`src/rtl/if_fetch.sv`:
```
// Instruction fetch stage: issues word-aligned memory requests, tracks in-flight
// instructions against DEPTH, and buffers in-order responses with their pc for decode.
module if_fetch #(
  parameter int DEPTH = 2
) (
  input  logic        i_clk,
  input  logic        i_rst,
  input  logic [31:0] i_pc,
  input  logic        i_pc_vld,
  output logic        o_pc_rdy,
  input  logic        i_flush,
  output logic        o_imem_req,
  output logic [31:0] o_imem_addr,
  input  logic        i_imem_gnt,
  input  logic        i_imem_rvld,
  input  logic [31:0] i_imem_rdata,
  output logic        o_inst_vld,
  output logic [31:0] o_inst,
  output logic [31:0] o_inst_pc,
  input  logic        i_inst_rdy
);

  localparam int AW = $clog2(DEPTH);
  localparam int CW = AW + 1;

  logic [31:0]   pend_pc_q  [DEPTH];
  logic [31:0]   pend_pc_d  [DEPTH];
  logic [AW-1:0] pend_wr_q, pend_wr_d;
  logic [AW-1:0] pend_rd_q, pend_rd_d;

  logic [31:0]   out_pc_q   [DEPTH];
  logic [31:0]   out_pc_d   [DEPTH];
  logic [31:0]   out_inst_q [DEPTH];
  logic [31:0]   out_inst_d [DEPTH];
  logic [AW-1:0] out_wr_q, out_wr_d;
  logic [AW-1:0] out_rd_q, out_rd_d;
  logic [CW-1:0] out_cnt_q, out_cnt_d;

  // outst counts every granted-but-unreturned request, discarded ones included
  logic [CW-1:0] outst_q, outst_d;
  logic [CW-1:0] disc_q, disc_d;

  logic [CW-1:0] in_flight_s;
  logic          accept_s;
  logic          rsp_s;
  logic          keep_s;
  logic          pop_s;

  // Request handshake and response classification
  always_comb begin
    in_flight_s = outst_q + out_cnt_q;
    o_imem_req  = !i_rst && i_pc_vld && !i_flush && (in_flight_s < CW'(DEPTH));
    o_imem_addr = {i_pc[31:2], 2'b00};
    accept_s    = o_imem_req && i_imem_gnt;
    o_pc_rdy    = accept_s;
    // a response with nothing outstanding is a protocol error and is ignored
    rsp_s       = i_imem_rvld && (outst_q != {CW{1'b0}});
    keep_s      = rsp_s && !i_flush && (disc_q == {CW{1'b0}});
    pop_s       = o_inst_vld && i_inst_rdy && !i_flush;
    o_inst_vld  = (out_cnt_q != {CW{1'b0}});
    o_inst      = out_inst_q[out_rd_q];
    o_inst_pc   = out_pc_q[out_rd_q];
  end

  // Next-state for both FIFOs and the outstanding/discard counters
  always_comb begin
    pend_pc_d  = pend_pc_q;
    pend_wr_d  = pend_wr_q;
    pend_rd_d  = pend_rd_q;
    out_pc_d   = out_pc_q;
    out_inst_d = out_inst_q;
    out_wr_d   = out_wr_q;
    out_rd_d   = out_rd_q;
    out_cnt_d  = out_cnt_q;
    disc_d     = disc_q;
    outst_d    = outst_q + CW'(accept_s) - CW'(rsp_s);

    if (i_flush) begin
      pend_wr_d = {AW{1'b0}};
      pend_rd_d = {AW{1'b0}};
      out_wr_d  = {AW{1'b0}};
      out_rd_d  = {AW{1'b0}};
      out_cnt_d = {CW{1'b0}};
      disc_d    = outst_q - CW'(rsp_s);
    end else begin
      if (accept_s) begin
        pend_pc_d[pend_wr_q] = i_pc;
        pend_wr_d            = pend_wr_q + AW'(1);
      end else begin
        pend_wr_d = pend_wr_q;
      end

      if (keep_s) begin
        pend_rd_d            = pend_rd_q + AW'(1);
        out_pc_d[out_wr_q]   = pend_pc_q[pend_rd_q];
        out_inst_d[out_wr_q] = i_imem_rdata;
        out_wr_d             = out_wr_q + AW'(1);
      end else if (rsp_s) begin
        disc_d = disc_q - CW'(1);
      end else begin
        disc_d = disc_q;
      end

      if (pop_s) begin
        out_rd_d = out_rd_q + AW'(1);
      end else begin
        out_rd_d = out_rd_q;
      end

      out_cnt_d = out_cnt_q + CW'(keep_s) - CW'(pop_s);
    end
  end

  // State registers with asynchronous reset
  always_ff @(posedge i_clk or posedge i_rst) begin
    if (i_rst) begin
      for (int i = 0; i < DEPTH; i++) begin
        pend_pc_q[i]  <= 32'h0000_0000;
        out_pc_q[i]   <= 32'h0000_0000;
        out_inst_q[i] <= 32'h0000_0000;
      end
      pend_wr_q <= {AW{1'b0}};
      pend_rd_q <= {AW{1'b0}};
      out_wr_q  <= {AW{1'b0}};
      out_rd_q  <= {AW{1'b0}};
      out_cnt_q <= {CW{1'b0}};
      outst_q   <= {CW{1'b0}};
      disc_q    <= {CW{1'b0}};
    end else begin
      pend_pc_q  <= pend_pc_d;
      out_pc_q   <= out_pc_d;
      out_inst_q <= out_inst_d;
      pend_wr_q  <= pend_wr_d;
      pend_rd_q  <= pend_rd_d;
      out_wr_q   <= out_wr_d;
      out_rd_q   <= out_rd_d;
      out_cnt_q  <= out_cnt_d;
      outst_q    <= outst_d;
      disc_q     <= disc_d;
    end
  end

endmodule

```
`config.mk`:
```
export PLATFORM = sky130hd
export DESIGN_NAME = if_fetch
export DESIGN_NICKNAME = d
export VERILOG_FILES = /design/src/rtl/if_fetch.sv
export SDC_FILE = /design/constraint.sdc
export NUM_CORES = 1
export LEC_CHECK = 0
export CAP_MARGIN = 20
export CORE_ASPECT_RATIO = 0.5
export CORE_MARGIN = 4
export CORE_UTILIZATION = 40
export DETAILED_ROUTE_END_ITERATION = 8
export GPL_ROUTABILITY_DRIVEN = 0
export PLACE_DENSITY = 0.71
export SLEW_MARGIN = 20
export SYNTH_ARGS = -nofsm -noshare
export SYNTH_HDL_FRONTEND = slang
export SYNTH_SLANG_ARGS = --single-unit
```
`constraint.sdc`:
```
create_clock -name i_clk -period 8.55 [get_ports i_clk]
set_input_delay 1.71 -clock i_clk [delete_from_list [all_inputs] [get_ports i_clk]]
set_output_delay 1.71 -clock i_clk [all_outputs]
set_load 0.02 [all_outputs]
```
* Word-level counts from Yosys, hierarchy flattened
Cells that the tools add are included.
Storage, ports and cells: register bits after elaboration 202, input bits 71, output and inout port bits 99, logic and storage cells 88
Cells by class: $add $sub $neg 11, order comparisons 7, eq/ne operators 1, multiplexer cells 28, bitwise operators 5, reductions and logical operators 23
Operator list (number):
- 32-bit 2-to-1 mux | 11
- 64-bit bitwise mux | 3
- 32-bit demux with 1-bit select | 2
- 2-bit nonzero test | 6
- 1-bit logical AND | 11
- 2-bit greater-or-equal comparator, second input constant | 4
- 1-bit 2-to-1 mux | 8
- 2-bit 2-to-1 mux | 4
- 1-bit inverter with 2-bit output | 4
- 2-bit AND reduction | 3
- 2-bit by 1-bit subtractor with 2-bit output | 3
- 1-bit adder, second input constant | 4
- 2-bit by 1-bit adder with 2-bit output | 2
- 2-bit by 1-bit less-than comparator with 1-bit output, second input constant | 2
- 2-bit adder | 1
- 1-bit logical NOT | 2
- 2-bit logical NOT | 1
- 2-bit less-than comparator, second input constant | 1
- 2-bit inequality test, second input constant | 1
- 2-bit by 1-bit subtractor with 2-bit output, second input constant | 1
- 1-bit inverter | 1

* Logic depth before layout (Yosys ltp)
depth after elaboration 7, gate-level depth with buffers 9, mapped depth without buffers 9

* Worst setup path after synthesis
OpenSTA, ideal clock, no wires.
kind input to output, start point input port i_pc_vld, end point output port o_imem_req, arrival time 2.283 ns, required time 6.840 ns, slack 4.557 ns, stages 3, buffers on the path 0, cell sequence nor2b_1 -> nand2_1 -> nor2_1
Between the ends: word-level cells in the longest chain between the ends 3
RTL lines:
- start, declared | line 9 | input logic i_pc_vld,
- 1-bit logical AND (3 in series) | line 52 | o_imem_req = !i_rst && i_pc_vld && !i_flush && (in_flight_s < CW'(DEPTH));
- end, declared | line 12 | output logic o_imem_req,
No other way between the ends.

* Worst setup path after layout
start point input port i_flush, end point output port o_pc_rdy
Between the ends: word-level cells in the longest chain between the ends 4
RTL lines:
- start, declared | line 11 | input logic i_flush,
- 1-bit logical NOT | line 52
- 1-bit logical AND (2 in series) | line 52
- 1-bit logical AND | line 54 | accept_s = o_imem_req && i_imem_gnt;
- end, declared | line 10 | output logic o_pc_rdy,
No other way between the ends.

==> flow_metrics.env <==
export IMPL_cts_tree="yes"
export IMPL_cts_setup_buffers=0
export IMPL_tightest_slew_ns=1.01
export IMPL_hold_path_class="flip-flop to flip-flop"
export IMPL_clkSinkCount=202
export IMPL_yosys_area_top_type="dfrtp_1"
export IMPL_end_kind="output pin"
export IMPL_syn_area_sq_um=8890
export IMPL_grt_pass1_wl_mm=30.5
export IMPL_syn_to_final_growth_pct=26.4
export IMPL_start_util_pct=40.8
export IMPL_period_share_pct=61.6
export IMPL_cp_required_ns=6.84
export IMPL_die_w_microns=219
export IMPL_critPathArrivalTime_ns=3.56
export IMPL_status="finished, final reports clean"
export IMPL_rsz0062_at_grt="false"
export IMPL_maxSlewViolCount=0
export IMPL_fin_worst_skew_ns=0.00852
export IMPL_drc=0
export IMPL_vias=5432
export IMPL_vias_per_cell=4.87
export IMPL_post_route_min_period_ns=5.27
export IMPL_ys_seq_area_share_pct=56.8
export IMPL_antenna_found_initial=0
export IMPL_io_pins=170
export IMPL_finalSetupViolations=0
export IMPL_p_leak_nw=5.04
export IMPL_finalPower_w=0.00371
export IMPL_synth_seq_cells=202
export IMPL_clock_fmax_mhz=190
export IMPL_cts_resized=0
export IMPL_dieArea_sq_um=24800
export IMPL_die_h_microns=113
export IMPL_grtUsageTotal_pct=15.0
export IMPL_drtIter0Drc=212
export IMPL_cts_buffer_depth=3
export IMPL_drtAntennaViolNets=0
export IMPL_crit_type="primary input to output pin"
export IMPL_synth_top_area_share_pct=56.8
export IMPL_hold_viol=0
export IMPL_clk_insertion_delay_late_ns=0.49
export IMPL_ir_drop_mv=0.109
export IMPL_netlist_top_cells_area="dfrtp_1 (57%), mux2_2 (12%), mux2_1 (12%)"
export IMPL_synth_edff_count=0
export IMPL_avgSynthCellArea_sq_um=13.1
export IMPL_synth_cells=677
export IMPL_rows=38
export IMPL_wirelength_mm=18.4
export IMPL_antenna_cells=0
export IMPL_drive_gt1_share_pct=18.0
export IMPL_dp_hpwl_mm=11.7
export IMPL_drt_pass1_iterations=4
export IMPL_cp_start_kind="primary input"
export IMPL_synth_common_cells="dfrtp_1 (202), mux2_2 (97), mux2_1 (96)"
export IMPL_port_buffers=167
export IMPL_final_cells=1116
export IMPL_grt_max_degree=146
export IMPL_fp_coreArea_sq_um=21800
export IMPL_setup_tns_ns=0
export IMPL_synth_ff_type="dfrtp_1"
export IMPL_max_slew_margin_rel_pct=32.4
export IMPL_wl_per_cell_microns=16.5
export IMPL_crit_fanout=14
export IMPL_dp_cells=1080
export IMPL_synth_most_common_cell="dfrtp_1"
export IMPL_cts_root_buf="clkbuf_16"
export IMPL_final_core_util_pct=51.6
export IMPL_cts_buffers=20
export IMPL_powerDensity_nw_per_um2=330
export IMPL_ctsHoldBuffers=0
export IMPL_async_reset_ff_share_pct=100
export IMPL_cap_viol_max_count=0
export IMPL_finalNetCount=878
export IMPL_grt_pass1_vias=5857
export IMPL_h_tree_depth=1
export IMPL_ys_warn_count=0
export IMPL_synth_cell_types=30
export IMPL_path_clk_slew_ns=0.06
export IMPL_grt_ovfl_total=0
-- sequential cells by signal (all words and copies together) (netlist names) --
register,count
disc_q,2
pend_pc_q,64
out_pc_q,64
out_rd_q,1
out_wr_q,1
out_cnt_q,2
pend_wr_q,1
outst_q,2
pend_rd_q,1
out_inst_q,64
-- worst max-delay path, stage by stage --
cell             delay [ns]
clkdlybuf4s50_1        0.71
nor2b_1                0.30
and3_1                 0.22
clkdlybuf4s50_1        0.61
-- per-stage QoR --
stage	hold WS [ns]	area, sq um	setup slack (ns)
after global placement	0.463	10600	3.37
final	0.480	11200	3.28
after CTS	0.485	11200	3.29
after detailed placement	0.472	10600	3.29
after floorplan	0.452	8900	1.33
after global routing	0.494	11200	3.19
-- worst paths after layout --
| check | end | cells after the start | from | slack, ns |
|---|---|---|---|---|
| worst max-delay path | o_pc_rdy | 4 | i_flush | 3.28 |
| worst min-delay path | out_pc_q[56] | 2 | out_pc_q[56] | 0.48 |
| worst max register to register | out_inst_q[52] | 4 | outst_q[1] | 5.78 |
| worst min register to register | out_pc_q[56] | 2 | out_pc_q[56] | 0.48 |
| max in group asynchronous | pend_rd_q | 3 | i_rst | 5.26 |
| min in group asynchronous | out_pc_q[52] | 2 | i_rst | 1.83 |
-- metal layers --
layer / up-vias / wire, microns / GRT usage [%]
met4: 0 / 370 / 3.37
met5: - / 0 / 0
met3: 28 / 649 / 2.77
li1: 2578 / - / -
met2: 77 / 9470 / 27.5
met1: 2749 / 7930 / 18.5
-- placed cells by master, fill, tap and decap left out, types with 6 or more instances in the layout --
cell type,n
o21ai_1,32
clkbuf_16,21
a21oi_1,32
nand2_1,35
clkdlybuf4s50_1,167
buf_4,7
mux2i_1,34
mux2_1,96
nor2_1,39
inv_1,7
clkbuf_8,6
mux2_2,97
dfrtp_1,200
-- cell families after synthesis --
family | count (synthesis) | synth area share (%)
flip-flops | 202 | 56.8
other | 1 | 0.0422
AND/OR/NAND/NOR | 85 | 4.00
multiplexers | 227 | 28.3
AO/OA/AOI/OAI | 67 | 3.84
buffers and inverters | 80 | 5.23
XOR/XNOR | 10 | 1.07
adder cells (fa/ha/maj) | 5 | 0.704
-- layout make-up --
type | count | area, sq um
fill | 1900 | 10500
sequential | 202 | 5060
multi-input combinational | 396 | 3390
timing repair buffer | 174 | 1720
clock buffer | 29 | 616
tap | 300 | 375
clock inverter | 7 | 45.0
inverter | 8 | 37.5
-- power breakdown --
group | switching [W] | internal, W | leakage [nW] | total [W]
registers | 0.000179 | 0.00131 | 2.62 | 0.00149
logic | 0.000646 | 0.000706 | 2.09 | 0.00135
clock network | 0.000366 | 0.000503 | 0.329 | 0.000869
No activity file was read; power rests on OpenSTA's default activity.
